### config.mk
export PLATFORM = sky130hd
export DESIGN_NAME = csi2_packetizer
export DESIGN_NICKNAME = d
export VERILOG_FILES = /design/src/rtl/csi2_packetizer.sv
export SDC_FILE = /design/constraint.sdc
export NUM_CORES = 1
export LEC_CHECK = 0
export CAP_MARGIN = 20
export CORE_ASPECT_RATIO = 1.4
export CORE_UTILIZATION = 45
export CTS_BUF_LIST = sky130_fd_sc_hd__clkbuf_8
export DETAILED_ROUTE_END_ITERATION = 10
export HOLD_SLACK_MARGIN = 0.1
export PLACE_DENSITY = 0.69
export SYNTH_ARGS = -nofsm -noshare
export SYNTH_HDL_FRONTEND = slang
export SYNTH_SLANG_ARGS = --single-unit
### constraint.sdc
create_clock -name i_clk -period 9.79 [get_ports i_clk]
set_input_delay 1.4685 -clock i_clk [delete_from_list [all_inputs] [get_ports i_clk]]
set_output_delay 1.4685 -clock i_clk [all_outputs]
set_load 0.005 [all_outputs]
### src/rtl/csi2_packetizer.sv
// CSI-2 packetizer: wraps the 8-byte-per-clock pixel stream into FS/FE short packets and
// one long packet per active line (ECC header, payload, CRC-16 footer) behind a 2-deep delay line.
module csi2_packetizer #(
  parameter int HACT          = 16,
  parameter int VC            = 0,
  parameter int FRAME_NUM_MAX = 65535
) (
  input  logic        i_clk,
  input  logic        i_rst,
  input  logic        i_hsync,
  input  logic        i_vsync,
  input  logic [63:0] i_pixel_data,
  input  logic        i_pixel_valid,
  input  logic [5:0]  i_data_type,
  output logic [63:0] o_data,
  output logic [7:0]  o_byte_en,
  output logic        o_valid,
  output logic        o_sop,
  output logic        o_eop,
  output logic        o_err
);

  localparam logic [15:0] LP_WC       = 16'(HACT * 2);
  localparam logic [15:0] LP_WORDS    = 16'(HACT / 4);
  localparam logic [15:0] LP_FNUM_MAX = 16'(FRAME_NUM_MAX);
  localparam logic [1:0]  LP_VC       = 2'(VC);
  localparam logic [5:0]  LP_DT_FS    = 6'h00;
  localparam logic [5:0]  LP_DT_FE    = 6'h01;

  function automatic logic [5:0] ecc6(input logic [23:0] d);
    logic [5:0] p;
    p[0] = d[0]^d[1]^d[2]^d[4]^d[5]^d[7]^d[10]^d[11]^d[13]^d[16]^d[20]^d[21]^d[22]^d[23];
    p[1] = d[0]^d[1]^d[3]^d[4]^d[6]^d[8]^d[10]^d[12]^d[14]^d[17]^d[20]^d[21]^d[22]^d[23];
    p[2] = d[0]^d[2]^d[3]^d[5]^d[6]^d[9]^d[11]^d[12]^d[15]^d[18]^d[20]^d[21]^d[22];
    p[3] = d[1]^d[2]^d[3]^d[7]^d[8]^d[9]^d[13]^d[14]^d[15]^d[19]^d[20]^d[21]^d[23];
    p[4] = d[4]^d[5]^d[6]^d[7]^d[8]^d[9]^d[16]^d[17]^d[18]^d[19]^d[20]^d[22]^d[23];
    p[5] = d[10]^d[11]^d[12]^d[13]^d[14]^d[15]^d[16]^d[17]^d[18]^d[19]^d[21]^d[22]^d[23];
    return p;
  endfunction

  function automatic logic [31:0] hdr_word(input logic [7:0] di, input logic [15:0] field);
    return {2'b00, ecc6({field, di}), field, di};
  endfunction

  // Reflected CCITT: bit 0 of byte 0 enters first.
  function automatic logic [15:0] crc_word(input logic [15:0] crc_in, input logic [63:0] d);
    logic [15:0] c;
    c = crc_in;
    for (int i = 0; i < 64; i++) begin
      if (c[0] ^ d[i]) c = (c >> 1) ^ 16'h8408;
      else             c = c >> 1;
    end
    return c;
  endfunction

  logic        r_pv1, r_pv2, r_vs, r_hdr_pend, r_active;
  logic        r_frame_open, r_fe_pend;
  logic [63:0] r_d1, r_d2;
  logic [5:0]  r_dt;
  logic [15:0] r_cnt, r_crc, r_frame_num;
  logic [63:0] r_data;
  logic [7:0]  r_byte_en;
  logic        r_valid, r_sop, r_eop, r_err;

  logic        w_rise, w_drop, w_accept, w_fs, w_vs_fall, w_fe_req;
  logic        w_payload, w_footer, w_fs_take, w_fe_take;
  logic [15:0] w_fnum_nxt;
  logic [63:0] w_data;
  logic [7:0]  w_be;
  logic        w_valid, w_sop, w_eop;
  logic        w_unused_hsync;

  // Line gaps are measured on the delayed pixel_valid, so hsync carries no extra information.
  assign w_unused_hsync = i_hsync;

  assign w_rise     = i_pixel_valid & ~r_pv1;
  assign w_drop     = w_rise & r_pv2;
  assign w_accept   = w_rise & ~r_pv2;
  assign w_fs       = w_accept & ~r_frame_open;
  assign w_vs_fall  = ~i_vsync & r_vs;
  assign w_fe_req   = r_fe_pend | (w_vs_fall & r_frame_open);
  assign w_payload  = r_active & ~r_hdr_pend & r_pv2;
  assign w_footer   = r_active & ~r_hdr_pend & ~r_pv2;
  assign w_fnum_nxt = ((r_frame_num == 16'd0) || (r_frame_num == LP_FNUM_MAX)) ?
                      16'd1 : (r_frame_num + 16'd1);

  // Output slot arbitration: long packet first, then FS, then (possibly deferred) FE.
  always_comb begin
    w_data    = 64'h0;
    w_be      = 8'h00;
    w_valid   = 1'b0;
    w_sop     = 1'b0;
    w_eop     = 1'b0;
    w_fs_take = 1'b0;
    w_fe_take = 1'b0;
    if (r_hdr_pend) begin
      w_data  = {32'h0, hdr_word({LP_VC, r_dt}, LP_WC)};
      w_be    = 8'h0F;
      w_valid = 1'b1;
      w_sop   = 1'b1;
    end else if (w_payload) begin
      w_data  = r_d2;
      w_be    = 8'hFF;
      w_valid = 1'b1;
    end else if (w_footer) begin
      w_data  = {48'h0, r_crc};
      w_be    = 8'h03;
      w_valid = 1'b1;
      w_eop   = 1'b1;
    end else if (w_fs) begin
      w_data    = {32'h0, hdr_word({LP_VC, LP_DT_FS}, w_fnum_nxt)};
      w_be      = 8'h0F;
      w_valid   = 1'b1;
      w_sop     = 1'b1;
      w_eop     = 1'b1;
      w_fs_take = 1'b1;
    end else if (w_fe_req) begin
      w_data    = {32'h0, hdr_word({LP_VC, LP_DT_FE}, r_frame_num)};
      w_be      = 8'h0F;
      w_valid   = 1'b1;
      w_sop     = 1'b1;
      w_eop     = 1'b1;
      w_fe_take = 1'b1;
    end else begin
      w_valid = 1'b0;
    end
  end

  // Delay line, edge detectors and registered outputs.
  always_ff @(posedge i_clk or posedge i_rst) begin
    if (i_rst) begin
      r_pv1      <= 1'b0;
      r_pv2      <= 1'b0;
      r_d1       <= 64'h0;
      r_d2       <= 64'h0;
      r_vs       <= 1'b0;
      r_hdr_pend <= 1'b0;
      r_dt       <= 6'h00;
      r_data     <= 64'h0;
      r_byte_en  <= 8'h00;
      r_valid    <= 1'b0;
      r_sop      <= 1'b0;
      r_eop      <= 1'b0;
      r_err      <= 1'b0;
    end else begin
      r_pv1      <= i_pixel_valid;
      r_pv2      <= r_pv1;
      r_d1       <= i_pixel_data;
      r_d2       <= r_d1;
      r_vs       <= i_vsync;
      r_hdr_pend <= w_accept;
      if (w_accept) r_dt <= i_data_type;
      r_data     <= w_data;
      r_byte_en  <= w_be;
      r_valid    <= w_valid;
      r_sop      <= w_sop;
      r_eop      <= w_eop;
      r_err      <= w_drop | (w_footer & (r_cnt != LP_WORDS));
    end
  end

  // Long-packet state: CRC and word count restart with each emitted header.
  always_ff @(posedge i_clk or posedge i_rst) begin
    if (i_rst) begin
      r_active <= 1'b0;
      r_crc    <= 16'hFFFF;
      r_cnt    <= 16'd0;
    end else if (r_hdr_pend) begin
      r_active <= 1'b1;
      r_crc    <= 16'hFFFF;
      r_cnt    <= 16'd0;
    end else if (w_payload) begin
      r_crc    <= crc_word(r_crc, r_d2);
      r_cnt    <= r_cnt + 16'd1;
    end else if (w_footer) begin
      r_active <= 1'b0;
    end
  end

  // Frame bookkeeping; an FE that loses its slot waits in r_fe_pend.
  always_ff @(posedge i_clk or posedge i_rst) begin
    if (i_rst) begin
      r_frame_open <= 1'b0;
      r_frame_num  <= 16'd0;
      r_fe_pend    <= 1'b0;
    end else begin
      r_fe_pend <= w_fe_req & ~w_fe_take;
      if (w_fs_take) begin
        r_frame_num  <= w_fnum_nxt;
        r_frame_open <= 1'b1;
      end else if (w_fe_take) begin
        r_frame_open <= 1'b0;
      end
    end
  end

  assign o_data    = r_data;
  assign o_byte_en = r_byte_en;
  assign o_valid   = r_valid;
  assign o_sop     = r_sop;
  assign o_eop     = r_eop;
  assign o_err     = r_err;

endmodule

# --- After elaboration in Yosys (flattened, before gate mapping) ---
# Index checks and enable logic that the tools add are counted.
totals:
  regBits: 265
  inputBits: 75
  output_inout_bits: 76
  wordCells: 519
op_classes:
  add_sub_neg: 2
  n_eq_ne: 3
  n_mux: 228
  bitwise: 261
  reduce_logical: 6
op_table:
  columns: ["operator", "n"]
  rows:
  - ["2-to-1 mux 16 bit", 195]
  - ["2-to-1 mux 64 bit", 4]
  - ["NOT 2 -> 3 bit", 64]
  - ["XOR 1 bit", 173]
  - ["adder 16 x 1 -> 16 bit (second input constant)", 2]
  - ["2-to-1 mux 8 bit", 4]
  - ["2-to-1 mux 30 bit", 1]
  - ["2-to-1 mux 1 bit", 23]
  - ["equality test 16 bit (second input constant)", 1]
  - ["logical NOT 16 bit", 1]
  - ["inequality test 16 x 3 -> 1 bit (second input constant)", 1]
  - ["AND 1 bit", 11]
  - ["NOT 1 bit", 11]
  - ["nonzero test 2 bit", 3]
  - ["2-to-1 mux 4 bit", 1]
  - ["inequality test 2 bit (second input constant)", 1]
  - ["bitwise OR 1 bit", 2]
  - ["AND reduction 2 bit", 1]
  - ["logical OR 1 bit", 1]

# --- Longest topological paths before layout ---
logic_depth:
  depth_word: 257
  mapped_depth: 14
  mapped_depth_nobuf: 13

# --- Worst setup path after synthesis ---
# Ideal clock, no wire load.
synth_timing:
  path_kind: "register to register"
  from: "register r_crc[2]"
  to: "register r_crc[0]"
  setup_time_ns: 0.068
  arrival_ns: 4.224
  required_ns: 9.722
  path_slack_ns: 5.498
  stages_incl_launch_ff: 12
  path_buffers: 0
  period_less_slack_ns: 4.292
  path_cell_list: "dfstp_2 xnor2_2 xnor3_2 xor2_1 xnor3_1 xnor3_2 xnor3_2 xnor2_2 xnor3_2 xnor2_2 xnor3_1 a2bb2oi_2"
synth_via:
  elab_chain_len: 206
synth_rtl:
  columns: ["item", "line_no", "text"]
  rows:
  - ["start, declared", "60", "logic [15:0] r_cnt, r_crc, r_frame_num;"]
  - ["start signal, assigned", "173", "r_crc <= crc_word(r_crc, r_d2);"]
  - ["2-to-1 mux 16 bit (*)", "50", "if (c[0] ^ d[i]) c = (c >> 1) ^ 16'h8408;"]
  - ["2-to-1 mux 16 bit (*)", "172", "end else if (w_payload) begin"]
  - ["2-to-1 mux 16 bit (*)", "168", "end else if (r_hdr_pend) begin"]
  - ["2-to-1 mux 16 bit (*)", "50", null]
  - ["2-to-1 mux 16 bit (*)", "172", null]
  - ["2-to-1 mux 16 bit (*)", "168", null]
  - ["XOR 1 bit (*)", "50", null]
  - ["2-to-1 mux 16 bit (*)", "50", null]
  - ["[190 not listed]", null, null]
  - ["2-to-1 mux 16 bit (*)", "172", null]
  - ["2-to-1 mux 16 bit (*)", "168", null]
  - ["2-to-1 mux 16 bit (*)", "50", null]
  - ["2-to-1 mux 16 bit (*)", "172", null]
  - ["2-to-1 mux 16 bit (*)", "168", null]
  - ["2-to-1 mux 16 bit (*)", "50", null]
  - ["2-to-1 mux 16 bit (*)", "172", null]
  - ["2-to-1 mux 16 bit (*)", "168", null]
# Mark *: on every way between the ends. The rest lies on a longest branch, timed or not. The select of a mux whose other input is x is not followed.
# A chain may end at the register's enable or synchronous reset.

# --- Worst setup path in the final report ---
layout_timing:
  from: "register r_d2[6]"
  to: "register r_crc[0]"
layout_via:
  elab_chain_len: 187
layout_rtl:
  columns: ["item", "line_no", "text"]
  rows:
  - ["start, declared", "58", "logic [63:0] r_d1, r_d2;"]
  - ["start signal, assigned", "149", "r_d2 <= r_d1;"]
  - ["XOR 1 bit (*)", "50", null]
  - ["2-to-1 mux 16 bit (*)", "50", null]
  - ["2-to-1 mux 16 bit (*)", "172", null]
  - ["2-to-1 mux 16 bit (*)", "168", null]
  - ["2-to-1 mux 16 bit (*)", "50", null]
  - ["2-to-1 mux 16 bit (*)", "172", null]
  - ["2-to-1 mux 16 bit (*)", "168", null]
  - ["2-to-1 mux 16 bit (*)", "50", null]
  - ["[171 not listed]", null, null]
  - ["2-to-1 mux 16 bit (*)", "172", null]
  - ["2-to-1 mux 16 bit (*)", "168", null]
  - ["2-to-1 mux 16 bit (*)", "50", null]
  - ["2-to-1 mux 16 bit (*)", "172", null]
  - ["2-to-1 mux 16 bit (*)", "168", null]
  - ["2-to-1 mux 16 bit (*)", "50", null]
  - ["2-to-1 mux 16 bit (*)", "172", null]
  - ["2-to-1 mux 16 bit (*)", "168", null]
# Marks and branches as above.

==> impl_metrics.ini <==
[worst_setup_path]
critPathBufInv = 0
crit_path_start = r_d2[6]
r2r_end = r_crc[0]
cp.depth = 11
path_common_cell = xnor3_2
crit_arrival_ns = 5.33
crit_type = flip-flop to flip-flop
crit_chain = xnor2_1 -> xnor3_2 -> xor2_1 -> xnor3_1 -> xnor3_2 -> xnor3_2 -> xnor2_2 -> xnor3_2 -> xnor2_2 -> xnor3_1 -> a2bb2oi_2
r2r_slack_ns = 4.96
worstSetupEndpoint = r_crc[0]
crit_slowest_cell = xnor2_1
worst_r2r_path_depth = 11
path_delay_family = XOR/XNOR gates
cpPeakStageDelay_ns = 0.57
worst-path-max-fanout = 5
worstReg2RegStart = r_d2[6]
worstPathRequired_ns = 10.29
endpoint_kind = flip-flop
worstSetupStartpointType = flip-flop

[cts]
cts_resized = 0
numCtsBuffers = 40
cts_setup_buffers = 0
clk_latency_ns = 0.56
cts_max_path_buffers = 3
hold_buffers = 0
cts.sinks = 259
htreeDepth = 2
cts_tree = done
clk_pin_slew_worst_paths_ns = 0.06
cts_root_buf = clkbuf_8

[global_routing]
overflow = 0
grt_pass1_wl_mm = 44.1
grt_max_degree = 104
track_usage = 0.212
antenna_found_initial = 0
grt_pass1_vias = 7799

[synth]
ys_types = 55
syn_nets = 1061
synth-edff-count = 0
synth_area_sq_mm = 0.0124
synth_seq_cells = 259
ys_top_cells_by_area = dfrtp_1 49%, xnor2_1 11%, xnor3_1 7.2%
yosysTopAreaCellShare = 0.489
netlist_instances = 980
syn_avg_cell_area_sq_um = 12.7
async_flop_share = 1.00
yosysTopAreaCell = dfrtp_1
seq_area_frac_synth = 0.523
yosys_warnings = 0
synth_ff_type = dfrtp_1

[place]
io_buffers = 149
place_ws_ns = 4.96
place_hpwl_mm = 20.4
place_congestion = 0.915

[floorplan]
die_area_sq_mm = 0.0283
die_x_um = 143
die_h_um = 199
io-pin-count = 151
start_util = 0.461
core_area_sq_mm = 0.0270
rows = 71

[sta]
finalSetupTns_ns = 0
fmax_mhz = 207
max_slew_margin = 0.292
setup_viol = 0
finalCritPeriodShare = 0.493
finalWorstSetupSlack_ns = 4.96
fin_hold_ws_ns = 0.319
min_period_ns = 4.83
rsz0062_at_grt = no
skew_ns = 0.0373
maxSlewViolCount = 0
tightest_slew_ns = 1.05
hold_violations = 0

[routing]
num_vias = 7600
wirelength_mm = 28.4
vias_per_cell = 5.00
drc = 0
detail-route-antenna-nets = 0
wire_per_inst_um = 18.7
drtPass1Iterations = 6
drt_iter0_drc = 488

[finish]
nNetsFinal = 1205
multi_input_area_sq_mm = 0.00566
drive_gt1_frac = 0.110
antenna_cells = 0
nFillCells = 2280
utilization = 0.561
area_growth_pct = 21.8
regArea_sq_mm = 0.00650

[job]
max_cap_viol_count = 0

[min_path]
min_path_type = flip-flop to flip-flop

[outcome]
outcome = complete, no violations
final cells by class:
class | count | share of cell area
Clock buffer | 52 | 0.0472
Sequential cell | 259 | 0.429
Multi-Input combinational cell | 653 | 0.374
Inverter | 12 | 0.00347
Timing Repair Buffer | 158 | 0.103
Clock inverter | 21 | 0.0134
Tap cell | 365 | 0.0301
sequential cells by signal, indices dropped and copies added, names as in the netlist, 2 cells and up:
signal and cells:
r_frame_num 16, r_d2 64, o_data 64, r_dt 6, r_crc 16, r_d1 64, r_cnt 16, o_byte_en 2
synthesized netlist by cell type (all sizes together) (2+ instances only):
cell type,instances
nand4,6
nand2,48
a21oi,31
xnor2,165
and3,5
dfrtp,243
xor3,11
o31ai,8
a22oi,10
nand2b,7
nand3b,4
nor2,61
clkbuf,47
a311oi,2
nor3,12
mux2,6
ha,6
nor4,6
nor3b,3
o21bai,2
or2,3
xor2,62
nor2b,4
xnor3,53
o21ai,37
a31oi,7
inv,11
a211oi,6
a2bb2oi,3
dfstp,16
nand3,14
o22ai,4
nor4b,3
mux2i,16
and4,2
a221oi,4
buf,9
and2,37
per-stage QoR:
| step | instances | instance area, sq um |
|---|---|---|
| finish | 1520 | 15200 |
| CTS | 1519 | 15100 |
| global route | 1520 | 15200 |
| detailed placement | 1446 | 14200 |
| global placement | 1446 | 14200 |
| floorplan | 980 | 12400 |
metal layers:
layer  vias to the layer above  routed length, um  GRT usage  share of wire
li1                       3552                  -          -              -
met1                      3741              11000      0.250           0.39
met2                       240              15000      0.374           0.53
met3                        67               1260     0.0364          0.044
met4                         0               1120     0.0968          0.039
met5                         -                  0          0              0
worst reg2reg max path: cells and delay by family, from the launching register on:
kind	cells	cell delay, ns
xor+xnor	10	4.26
flops	1	0.39
compound gates	1	0.14
how the worst min path moves through the flow:
stage / cells past startpoint / start / end
2_1_floorplan: 0 / r_d1[0] / r_d2[0]
3_3_place_gp: 0 / r_d1[53] / r_d2[53]
3_5_place_dp: 0 / r_d1[26] / r_d2[26]
4_1_cts: 0 / r_d1[1] / r_d2[1]
5_1_grt: 0 / r_d1[1] / r_d2[1]
6_report: 0 / r_d1[1] / r_d2[1]
placed cells by master, fill, tap and decap left out, drive strengths merged, types with 12 or more instances in the layout:
cell	n
nand3	14
a21oi	31
inv	20
o21ai	37
xnor2	165
and2	37
dfrtp	243
xnor3	53
dfstp	16
xor2	62
mux2i	16
nand2	48
nor2	61
clkdlybuf4s50	149
clkbuf	52
nor3	12
logic make-up after synthesis:
family                     count (synthesis)  share of synthesized area
AOI/OAI and AO/OA                        118                     0.0582
adders and majority gates                  6                    0.00603
buffers and inverters                     68                     0.0223
and+or+nand+nor                          216                     0.0858
xor gates and xnor gates                 291                      0.287
DFF                                      259                      0.523
muxes                                     22                     0.0183
Power is left out: the tool's default activity adds up to more than one toggle a clock period on the data nets, which glitch-free logic cannot reach.
